$ cat config.mk
export PLATFORM = sky130hd
export DESIGN_NAME = wallace_mult_ctrl
export DESIGN_NICKNAME = d
export VERILOG_FILES = /design/src/rtl/wallace_mult_ctrl_pkg.sv /design/src/rtl/wallace_mult_ctrl_csa.sv /design/src/rtl/wallace_mult_ctrl.sv
export SDC_FILE = /design/constraint.sdc
export NUM_CORES = 1
export LEC_CHECK = 0
export CAP_MARGIN = 20
export CELL_PAD_IN_SITES_DETAIL_PLACEMENT = 1
export CELL_PAD_IN_SITES_GLOBAL_PLACEMENT = 1
export CORE_ASPECT_RATIO = 0.6
export CORE_UTILIZATION = 50
export DETAILED_ROUTE_END_ITERATION = 8
export PLACE_DENSITY = 0.9
export SLEW_MARGIN = 10
export SYNTH_ARGS = -nofsm -noshare
export SYNTH_HDL_FRONTEND = slang
export SYNTH_HIERARCHICAL = 1
export SYNTH_SLANG_ARGS = --single-unit
$ cat constraint.sdc
create_clock -name clk -period 13.7 [get_ports clk]
set_clock_uncertainty 0.15 [all_clocks]
set_input_delay 4.11 -clock clk [delete_from_list [all_inputs] [get_ports clk]]
set_output_delay 4.11 -clock clk [all_outputs]
set_load 0.01 [all_outputs]
$ cat src/rtl/wallace_mult_ctrl_pkg.sv
// Shared definitions for the iterative Wallace-tree multiplier: FSM states and
// default operand geometry.
package wallace_mult_ctrl_pkg;

  localparam int unsigned DEF_WIDTH = 16;
  localparam int unsigned DEF_GROUP = 4;

  typedef enum logic [1:0] {
    ST_IDLE = 2'd0,
    ST_ITER = 2'd1,
    ST_SIGN = 2'd2,
    ST_DONE = 2'd3
  } state_t;

endpackage

$ cat src/rtl/wallace_mult_ctrl_csa.sv
// Combinational 5-operand carry-save reduction (three 3:2 levels) followed by
// a single carry-propagate adder; all arithmetic is modulo 2^W.
module csa_5to1 #(
  parameter int unsigned W = 32
) (
  input  logic [W-1:0] x0,
  input  logic [W-1:0] x1,
  input  logic [W-1:0] x2,
  input  logic [W-1:0] x3,
  input  logic [W-1:0] x4,
  output logic [W-1:0] sum
);

  logic [W-1:0] s1, c1, s2, c2, s3, c3;
  logic [W-1:0] m1, m2, m3;

  always_comb begin
    s1 = x0 ^ x1 ^ x2;
    m1 = (x0 & x1) | (x0 & x2) | (x1 & x2);
    c1 = {m1[W-2:0], 1'b0};

    s2 = s1 ^ c1 ^ x3;
    m2 = (s1 & c1) | (s1 & x3) | (c1 & x3);
    c2 = {m2[W-2:0], 1'b0};

    s3 = s2 ^ c2 ^ x4;
    m3 = (s2 & c2) | (s2 & x4) | (c2 & x4);
    c3 = {m3[W-2:0], 1'b0};

    sum = s3 + c3;
  end

endmodule

$ cat src/rtl/wallace_mult_ctrl.sv
// Iterative sign-magnitude multiplier: folds GROUP multiplier bits per cycle
// into an accumulator through a 5-input CSA tree, with valid/ready on both sides.
module wallace_mult_ctrl
  import wallace_mult_ctrl_pkg::*;
#(
  parameter int unsigned WIDTH = DEF_WIDTH,
  parameter int unsigned GROUP = DEF_GROUP
) (
  input  logic                 clk,
  input  logic                 rst_n,
  input  logic                 in_valid,
  output logic                 in_ready,
  input  logic                 signed_op,
  input  logic [WIDTH-1:0]     op_a,
  input  logic [WIDTH-1:0]     op_b,
  output logic                 out_valid,
  input  logic                 out_ready,
  output logic [2*WIDTH-1:0]   product,
  output logic                 busy
);

  localparam int unsigned N     = WIDTH / GROUP;
  localparam int unsigned CNT_W = (N > 1) ? $clog2(N) : 1;
  localparam int unsigned PW    = 2 * WIDTH;

  state_t             state, state_next;
  logic [CNT_W-1:0]   cnt;
  logic [WIDTH-1:0]   a_mag, b_mag, a_abs, b_abs;
  logic               neg;
  logic [PW-1:0]      acc, sum, a_sh;
  logic [WIDTH-1:0]   b_grp;
  logic [31:0]        shamt;
  logic [PW-1:0]      pp [4];
  logic               accept, last_iter;

  assign accept    = in_valid & in_ready;
  assign last_iter = (cnt == CNT_W'(N - 1));

  always_comb begin
    a_abs = (signed_op & op_a[WIDTH-1]) ? -op_a : op_a;
    b_abs = (signed_op & op_b[WIDTH-1]) ? -op_b : op_b;
  end

  // Align the multiplicand and multiplier window once per iteration, then
  // each partial product only needs a further 0..3 bit shift.
  always_comb begin
    shamt = GROUP * 32'(cnt);
    a_sh  = {{WIDTH{1'b0}}, a_mag} << shamt;
    b_grp = b_mag >> shamt;
    for (int unsigned i = 0; i < 4; i++) begin
      pp[i] = b_grp[i] ? (a_sh << i) : '0;
    end
  end

  csa_5to1 #(.W(PW)) u_csa (
    .x0  (pp[0]),
    .x1  (pp[1]),
    .x2  (pp[2]),
    .x3  (pp[3]),
    .x4  (acc),
    .sum (sum)
  );

  always_ff @(posedge clk or negedge rst_n) begin
    if (!rst_n) state <= ST_IDLE;
    else        state <= state_next;
  end

  always_comb begin
    state_next = state;
    in_ready   = 1'b0;
    out_valid  = 1'b0;
    busy       = 1'b0;
    case (state)
      ST_IDLE: begin
        in_ready = 1'b1;
        if (in_valid) state_next = ST_ITER;
      end
      ST_ITER: begin
        busy = 1'b1;
        if (last_iter) state_next = ST_SIGN;
      end
      ST_SIGN: begin
        busy       = 1'b1;
        state_next = ST_DONE;
      end
      ST_DONE: begin
        out_valid = 1'b1;
        in_ready  = out_ready;
        if (out_ready) state_next = in_valid ? ST_ITER : ST_IDLE;
      end
      default: state_next = ST_IDLE;
    endcase
  end

  always_ff @(posedge clk or negedge rst_n) begin
    if (!rst_n) begin
      a_mag   <= '0;
      b_mag   <= '0;
      neg     <= 1'b0;
      acc     <= '0;
      cnt     <= '0;
      product <= '0;
    end else if (accept) begin
      a_mag <= a_abs;
      b_mag <= b_abs;
      neg   <= signed_op & (op_a[WIDTH-1] ^ op_b[WIDTH-1]);
      acc   <= '0;
      cnt   <= '0;
    end else begin
      case (state)
        ST_ITER: begin
          acc <= sum;
          cnt <= last_iter ? '0 : cnt + CNT_W'(1);
        end
        ST_SIGN: product <= neg ? -acc : acc;
        default: ;
      endcase
    end
  end

endmodule

==> parameters.txt <==
Parameter                              Value

Die
  Effective utilization at floorplan ... 0.521
  Count of pins on the block boundary ... 72
  Die extent in x ... 191 µm
  Vertical die dimension ... 115 µm
  Core footprint ... 20500 µm²
  Num rows ... 40
  Full die area ... 22000 µm²

Status
  Outcome ... complete, no violations

Critical path
  Crit path max fanout ... 3
  Slowest cell on crit path ... clkdlybuf4s50_1
  CP max stage delay ... 580 ps
  Crit path launch type ... primary input
  Library cell appearing most often on the critical path ... clkdlybuf4s50_1
  Required arrival time at the worst endpoint ... 9440 ps
  Start-to-end type of the worst setup path ... primary input to output pin
  Data arrival at the endpoint of the critical path ... 5440 ps
  Ordered cell list for the critical path ... clkdlybuf4s50_1, a21oi_1, nor2_1, clkdlybuf4s50_1
  Category of the worst setup path capture point ... output pin

Route
  Routed len/inst ... 19.6 µm
  Ratio of routed vias to standard cells ... 5.75
  DRC Markers ... 0
  DRC violation total after the first TritonRoute iteration ... 641
  Routed via count ... 9226
  Number of antenna-violating nets in the routed design ... 0
  Iteration count of the initial detailed-routing pass ... 5
  Post-Route WL ... 31400 µm

Cells and area
  Leading cell type in the layout, fill and taps excluded ... inv_1
  Final core utilization ... 0.584
  Number of nets in the finished design ... 1496
  Layout cell share with drive strength beyond 1 ... 0.0511
  Leading cell types in the layout, fill and taps excluded ... 174 x inv_1, 170 x nor2_1, 100 x dfrtp_1
  P&R area growth vs syn ... 12.1%
  Number of antenna repair diodes ... 0

Clock tree
  Cts hold-fix bufs ... 0
  Inserted Clock Buffers ... 9
  Clock slew at reported path FFs ... 70 ps
  Deepest level of the CTS H-tree ... 3
  # clock sinks ... 101
  Worst-case clock buffer depth ... 2
  Clk Latency, worst-skew pair ... 360 ps
  Post-CTS setup-driven buffer insertion count ... 0
  CTS tree ... yes
  Clock Tree Root ... clkbuf_16
  Cts repair resizes ... 0

GRT
  Wire length of the first global-routing pass ... 50400 µm
  Grt met1 use ... 0.416
  Global routing met2 resource utilization ... 0.477
  Number of antenna violations at the first check in global routing ... 0
  Number of global-route vias before repair ... 9630
  Final global-route overflow total ... 0
  Global Route Usage Sum ... 0.295
  Met3 usage in global routing ... 0.0513
  Largest net degree at the start of global routing ... 70
  Global routing's busiest layer ... met2

Synth
  Share of async-settable or async-resettable flops after synthesis ... 1.00
  Number of register bits inferred by synthesis ... 101
  Flip-flop cell with the highest count after synthesis ... dfrtp_1
  Number of enable-type register cells in the synthesized netlist ... 0
  Fraction of the yosys area taken by sequential cells ... 0.237
  Post-synthesis area per instance ... 8.41 µm²
  Post-synthesis instance area ... 10700 µm²
  Synthesis Warnings ... 6
  Count of distinct cell types in the synthesized netlist ... 71
  Synthesized instance count ... 1269

STA
  Fmax ... 103 MHz
  Measured slew at the worst slew-check pin ... 784 ps
  Count of final hold-check violations ... 0
  Min Clock Period, post-route ... 9700 ps
  Count of final max-slew check failures ... 0
  Unrepaired setup endpoints after global routing ... no
  Setup tns final ... 0 ps
  Final setup vio count ... 0
  Share of the cycle needed by the critical path after routing ... 0.708
  Worst slew margin relative to its limit ... 0.476

Placed design
  Number of input and output port buffers inserted ... 71
  RD Place Congestion ... 0.928
  Final HPWL DP ... 24500 µm

Job
  Number of max-cap violations ... 0

Hold path
  Class of the worst hold path ... register to register
==> path summary, 6_finish.rpt <==
check,from,to,slack [ps],cells past startpoint
worst min register to register,b_mag[6]$_DFFE_PN0P_,b_mag[6]$_DFFE_PN0P_,340,2
worst min-delay path,b_mag[6]$_DFFE_PN0P_,b_mag[6]$_DFFE_PN0P_,340,2
worst max-delay path,out_ready,in_ready,4000,4
worst max register to register,cnt[1]$_DFFE_PN0P_,acc[26]$_DFFE_PN0P_,7310,18
min in group asynchronous,rst_n,product[2]$_DFFE_PN0P_,3600,1
max in group asynchronous,rst_n,acc[27]$_DFFE_PN0P_,8650,2
==> sequential cells by signal (all words and copies together), names as in the netlist <==
| signal | count |
|---|---|
| acc | 32 |
| a_mag | 16 |
| state | 2 |
| b_mag | 16 |
| product | 32 |
| cnt | 2 |
| neg | 1 |
==> cells by family after synthesis <==
| logic type | share of synthesized area |
|---|---|
| adders and majority gates | 0.221 |
| DFF | 0.237 |
| muxes | 0.0566 |
| xor gates and xnor gates | 0.0698 |
| and+or+nand+nor | 0.188 |
| AOI/OAI and AO/OA | 0.148 |
| buffers and inverters | 0.0803 |
| other | 0.000351 |
==> synth_stat cells, drive strengths merged, types with 24 or more instances <==
| cell | count | area, µm² |
|---|---|---|
| o21ai | 71 | 363 |
| nor2b | 24 | 150 |
| clkbuf | 42 | 158 |
| dfrtp | 101 | 2530 |
| nor2 | 170 | 638 |
| xor2 | 46 | 403 |
| mux2i | 48 | 480 |
| ha | 41 | 513 |
| inv | 174 | 653 |
| xnor2 | 39 | 342 |
| nand2 | 94 | 353 |
| a21oi | 81 | 450 |
| fa | 92 | 1840 |
==> per-stage QoR <==
stage          hold slack [ps]  cell area [µm²]  setup slack [ps]  instances
5_1_grt                    393            12000              3960       1604
2_1_floorplan              299            10700              5070       1284
3_5_place_dp               321            11600              4010       1583
3_3_place_gp               312            11600              4070       1583
4_1_cts                    338            11900              4000       1599
6_report                   336            12000              4000       1604
==> worst max-delay path: cells and delay by family <==
kind	cells	cell delay [ps]
AND/OR/NAND/NOR	1	160
buffers and inverters	2	1080
AO/OA/AOI/OAI	1	90
==> area by class of cell <==
cell class | count | area (µm²)
fill | 2461 | 8510
multi-input combinational | 958 | 7350
sequential | 101 | 2530
timing repair buffer | 82 | 803
inverter | 174 | 653
tap | 273 | 342
clock buffer | 10 | 229
clock inverter | 6 | 58.8
==> per-layer routing <==
layer,share of wire,vias up
li1,-,4294
met3,0.056,30
met5,0,-
met1,0.48,4627
met2,0.45,275
met4,0.012,0
Power is not shown: default switching activity piles up to over one toggle a cycle in this logic, so the estimate is an artifact.
